$ cat src/rtl/alu_issue_unit.sv
// Issue sequencer for the registered 8-bit ALU: owns a small register file,
// issues one instruction at a time and writes back ALU or immediate results.
module alu_issue_unit #(
  parameter int DW      = 8,
  parameter int AW      = 2,
  parameter int ALU_LAT = 1
) (
  input  logic          clk,
  input  logic          reset,
  input  logic          in_valid,
  input  logic [15:0]   in_instr,
  output logic          in_ready,
  output logic [DW-1:0] alu_a,
  output logic [DW-1:0] alu_b,
  output logic [3:0]    alu_s,
  input  logic [DW-1:0] alu_result,
  output logic          wb_valid,
  output logic [AW-1:0] wb_addr,
  output logic [DW-1:0] wb_data,
  output logic          busy,
  input  logic [AW-1:0] dbg_addr,
  output logic [DW-1:0] dbg_data
);

  localparam int NREG = 2 ** AW;

  typedef enum logic [1:0] {IDLE, EXEC, WB} state_t;

  state_t          state_q, state_d;
  logic [DW-1:0]   rf_q [NREG];
  logic [DW-1:0]   rf_d [NREG];
  logic [DW-1:0]   alu_a_q, alu_a_d;
  logic [DW-1:0]   alu_b_q, alu_b_d;
  logic [3:0]      alu_s_q, alu_s_d;
  logic [AW-1:0]   rd_q, rd_d;
  logic [DW-1:0]   imm_q, imm_d;
  logic            li_q, li_d;
  logic [2:0]      cnt_q, cnt_d;

  logic [AW-1:0]   ra, rb;
  logic            unused_instr_bit;

  assign ra               = AW'(in_instr[11:10]);
  assign rb               = AW'(in_instr[9:8]);
  assign unused_instr_bit = in_instr[14];

  always_comb begin
    state_d  = state_q;
    rf_d     = rf_q;
    alu_a_d  = alu_a_q;
    alu_b_d  = alu_b_q;
    alu_s_d  = alu_s_q;
    rd_d     = rd_q;
    imm_d    = imm_q;
    li_d     = li_q;
    cnt_d    = cnt_q;
    in_ready = 1'b0;
    wb_valid = 1'b0;
    wb_addr  = '0;
    wb_data  = '0;

    case (state_q)
      IDLE: begin
        in_ready = ~reset;
        if (in_valid) begin
          rd_d = AW'(in_instr[13:12]);
          if (in_instr[15]) begin
            li_d    = 1'b1;
            imm_d   = DW'(in_instr[7:0]);
            state_d = WB;
          end else begin
            li_d    = 1'b0;
            alu_a_d = rf_q[ra];
            alu_b_d = rf_q[rb];
            alu_s_d = in_instr[3:0];
            cnt_d   = 3'(ALU_LAT);
            state_d = EXEC;
          end
        end
      end

      // Operands stay frozen while the ALU pipeline drains.
      EXEC: begin
        cnt_d = cnt_q - 3'd1;
        if (cnt_q <= 3'd1) state_d = WB;
      end

      WB: begin
        wb_valid      = 1'b1;
        wb_addr       = rd_q;
        wb_data       = li_q ? imm_q : alu_result;
        rf_d[rd_q]    = wb_data;
        state_d       = IDLE;
      end

      default: state_d = IDLE;
    endcase
  end

  always_ff @(posedge clk) begin
    if (reset) begin
      state_q <= IDLE;
      for (int i = 0; i < NREG; i++) rf_q[i] <= '0;
      alu_a_q <= '0;
      alu_b_q <= '0;
      alu_s_q <= '0;
      rd_q    <= '0;
      imm_q   <= '0;
      li_q    <= 1'b0;
      cnt_q   <= '0;
    end else begin
      state_q <= state_d;
      rf_q    <= rf_d;
      alu_a_q <= alu_a_d;
      alu_b_q <= alu_b_d;
      alu_s_q <= alu_s_d;
      rd_q    <= rd_d;
      imm_q   <= imm_d;
      li_q    <= li_d;
      cnt_q   <= cnt_d;
    end
  end

  assign alu_a    = alu_a_q;
  assign alu_b    = alu_b_q;
  assign alu_s    = alu_s_q;
  assign busy     = (state_q != IDLE);
  assign dbg_data = rf_q[dbg_addr];

endmodule

$ cat config.mk
export PLATFORM = sky130hd
export DESIGN_NAME = alu_issue_unit
export DESIGN_NICKNAME = d
export VERILOG_FILES = /design/src/rtl/alu_issue_unit.sv
export SDC_FILE = /design/constraint.sdc
export NUM_CORES = 1
export LEC_CHECK = 0
export CAP_MARGIN = 20
export CORE_ASPECT_RATIO = 1.5
export CORE_MARGIN = 2
export CORE_UTILIZATION = 28
export CTS_BUF_LIST = sky130_fd_sc_hd__clkbuf_4
export DETAILED_ROUTE_END_ITERATION = 16
export PLACE_DENSITY = 0.52
export REMOVE_ABC_BUFFERS = 1
export SLEW_MARGIN = 15
export SYNTH_ARGS = -nofsm -noshare
export SYNTH_HDL_FRONTEND = slang
export SYNTH_SLANG_ARGS = --single-unit
$ cat constraint.sdc
create_clock -name clk -period 2.39 [get_ports clk]
set_clock_uncertainty 0.2 [all_clocks]
set_input_delay 0.5975 -clock clk [delete_from_list [all_inputs] [get_ports clk]]
set_output_delay 0.5975 -clock clk [all_outputs]
set_load 0.01 [all_outputs]
==> out/qor.csv <==
stage,metric,value,unit
run_status,status,completed,
cells_and_area,nNetsFinal,410,
timing,fin_tns_setup,0,ns
pwr,p_switching,0.000618,W
yosys,ys_warn_count,0,
setup_path,crit_arrival,1.59,ns
clock_network,cts_inserted_buffers,9,
routing,drt-total-wl,8110,µm
timing,timing.final.max_slew_violations,0,
global_routing,use_met3,3.00,%
pwr,ir_worst_vdd,0.000202,V
routing,drt_iter0_markers,65,
global_routing,use_met1,16.2,%
timing,setup_violations,0,
yosys,synth_flop_cell,dfxtp_1,
timing,min_period_over_period,99.8,%
yosys,ys_top_cells_by_area,"dfxtp_1 44%, mux4_2 17%, a211oi_1 7.0%, nor2_1 5.3%, a22o_1 4.5%",
timing,max_slew.worst_pin.slew,0.322,ns
pwr,total_power,0.00225,W
setup_path,crit_path_max_fanout,2,
pwr,p_int,0.00164,W
floorplanning,core_area,10900,µm²
pwr,p_sw_share,27.4,%
routing,vias,2530,
global_routing,grt_pass1_vias,2564,
floorplanning,dieHeight,133,µm
routing,antenna_left,0,
global_routing,use_met2,25.9,%
pwr,seqPwrFrac,53.6,%
routing,firstDrtPassIters,4,
placement,dp_hpwl,6060,µm
yosys,ys_ff_latch,68,
clock_network,htreeDepth,3,
yosys,synth_top_area_cell,dfxtp_1,
global_routing,grt_overflow,0,
global_routing,grt_max_degree,29,
timing,hold_viol_final,0,
pwr,powerDensity,524,nW/µm²
global_routing,grt_pass1_wl,13400,µm
yosys,async_flop_share,0,%
pwr,power_leakage,1.58,nW
global_routing,top_usage_layer,met2,
clock_network,root_buffer,clkbuf_4,
setup_path,critPathKind,in -> out,
global_routing,grt.total_usage,14.3,%
global_routing,antenna_found_initial,1,
timing,slew_headroom,78.5,%
hold_path,min_path_type,reg -> reg,
setup_path,worst_setup_path_end_kind,output pin,
yosys,synth.distinct_cells,33,
setup_path,r2r_slack,0.76,ns
setup_path,start_kind,input pin,
yosys,synth_top_area_share,43.7,%
run,maxCapViolCount,0,
pwr,combPwrFrac,18.4,%
routing,drc_errors,0,
cells_and_area,fin_util,39.3,%
cells_and_area,fillers,1139,
floorplanning,initial_core_util,28.5,%
clock_network,path_clk_slew,0.10,ns
clock_network,clockBufferDepth,2,
floorplanning,die_x,90.2,µm
clock_network,cts_sinks,68,
yosys,synth_area,3120,µm²
yosys,syn_area_per_cell,10.8,µm²
setup_path,worstPathRequired,1.59,ns
timing,rsz0062_at_grt,yes,
timing,whs,0.265,ns
clock_network,tritoncts,built,
yosys,syn_inst,290,
cells_and_area,drive_gt1_share,26.0,%
floorplanning,ios,70,
floorplanning,num_rows,47,
routing,viasPerCell,4.76,
yosys,synth_edf_count,0,
cells_and_area,finalNonFillerCells,532,
timing,clock.fmax,419,MHz
placement,place.gp.congestion,0.795,
floorplanning,design.die.area,12000,µm²
placement,place_inst,513,
routing,route.detailed.wl_per_inst,15.3,µm
pwr,clkPwrFrac,28.1,%
cells_and_area,area_growth,37.9,%
placement,io_buffers,68,
yosys,seq_area_frac_synth,43.7,%
timing,timing.final.crit_period,2.38,ns
clock_network,clock_latency,0.42,ns
==> final timing paths <==
| path | start | to | depth (start not counted) |
|---|---|---|---|
| worst max register to register | state_q[0]$_SDFFE_PP0P_ | rf_q[17]$_SDFFE_PP0P_ | 6 |
| worst max-delay path | alu_result[3] | wb_data[3] | 4 |
| worst min-delay path | alu_s[0]$_SDFFE_PP0P_ | alu_s[0]$_SDFFE_PP0P_ | 2 |
| worst min register to register | alu_s[0]$_SDFFE_PP0P_ | alu_s[0]$_SDFFE_PP0P_ | 2 |
==> cell usage after synthesis, drive strengths merged, types with 3 or more instances <==
master	number
dfxtp	68
a22o	16
buf	14
nor2	46
mux2i	10
nand2	25
inv	5
a211oi	33
nor3	3
clkbuf	8
a21oi	15
mux4	24
nor3b	3
and2	5
==> registers in the layout, summed over array words and instances, names as in the netlist <==
register / count
alu_b: 8
cnt_q: 3
alu_s: 4
imm_q: 8
rf_q: 32
rd_q: 2
alu_a: 8
state_q: 2
li_q: 1
==> cell usage in the layout, fill, tap and decap left out, types with 3 or more instances in the layout <==
cell type	count
nor2_1	44
buf_2	6
clkbuf_2	3
clkinv_1	3
a21oi_1	15
dlygate4sd2_1	10
mux2i_2	4
a22o_1	16
inv_1	4
dfxtp_1	66
mux4_2	24
buf_4	23
clkdlybuf4s50_1	45
buf_12	8
and2_1	5
nor3b_4	3
clkbuf_4	12
mux2i_1	5
a211oi_2	4
nand2_1	25
a211oi_1	29
==> through the flow <==
stage,setup WS [ns],area [µm²]
after global placement,-0.687,4190
after floorplan,0.489,3000
after CTS,0.00358,4300
after detailed placement,-0.683,4190
after global routing,-0.0420,4300
final,0.00580,4300
==> layout make-up <==
class                      instances  area [µm²]  area share [%]
sequential                        68        1370            31.8
clock inverter                     4        16.3           0.378
antenna                            1        2.50          0.0582
inverter                           5        18.8           0.437
timing repair buffer             100         971            22.6
multi-input combinational        195        1650            38.4
clock buffer                      12        90.1            2.10
tap                              147         184            4.28
==> power by group through the flow <==
stage / logic (W) / registers, W / clock network, W
finish: 0.000414 / 0.00121 / 0.000633
CTS: 0.000415 / 0.00121 / 0.000666
global route: 0.000451 / 0.00121 / 0.000713
global placement: 0.000410 / 0.00123 / 0
detailed placement: 0.000415 / 0.00123 / 0
floorplan: 0.000172 / 0.00123 / 0
==> kinds of logic after synthesis <==
| group | synth area share, % |
|---|---|
| AOI/OAI and AO/OA | 16.5 |
| xor gates and xnor gates | 0.281 |
| adders and majority gates | 0.802 |
| buffers and inverters | 4.29 |
| DFF | 43.7 |
| muxes | 20.5 |
| and+or+nand+nor | 13.9 |
==> worst max-delay path, stage by stage <==
cell	delay, ns
clkdlybuf4s50_1	0.44
mux2i_2	0.19
nor2_1	0.07
dlygate4sd2_1	0.28
==> timing repair <==
action	CTS	global route
gates resized for setup	46	13
gates cloned	0	0
endpoints found under the setup margin	21	15
hold endpoints to repair	0	0
hold buffers	0	0
buffers inserted	1	1
==> per-layer routing <==
layer | vias to the layer above | share of wire (%) | routed length (µm)
met5 | - | 0 | 0
met4 | 0 | 2.0 | 161
met3 | 14 | 3.1 | 248
met2 | 61 | 54 | 4390
met1 | 1205 | 41 | 3310
li1 | 1250 | - | -
No activity file was read; power rests on OpenSTA's default activity.
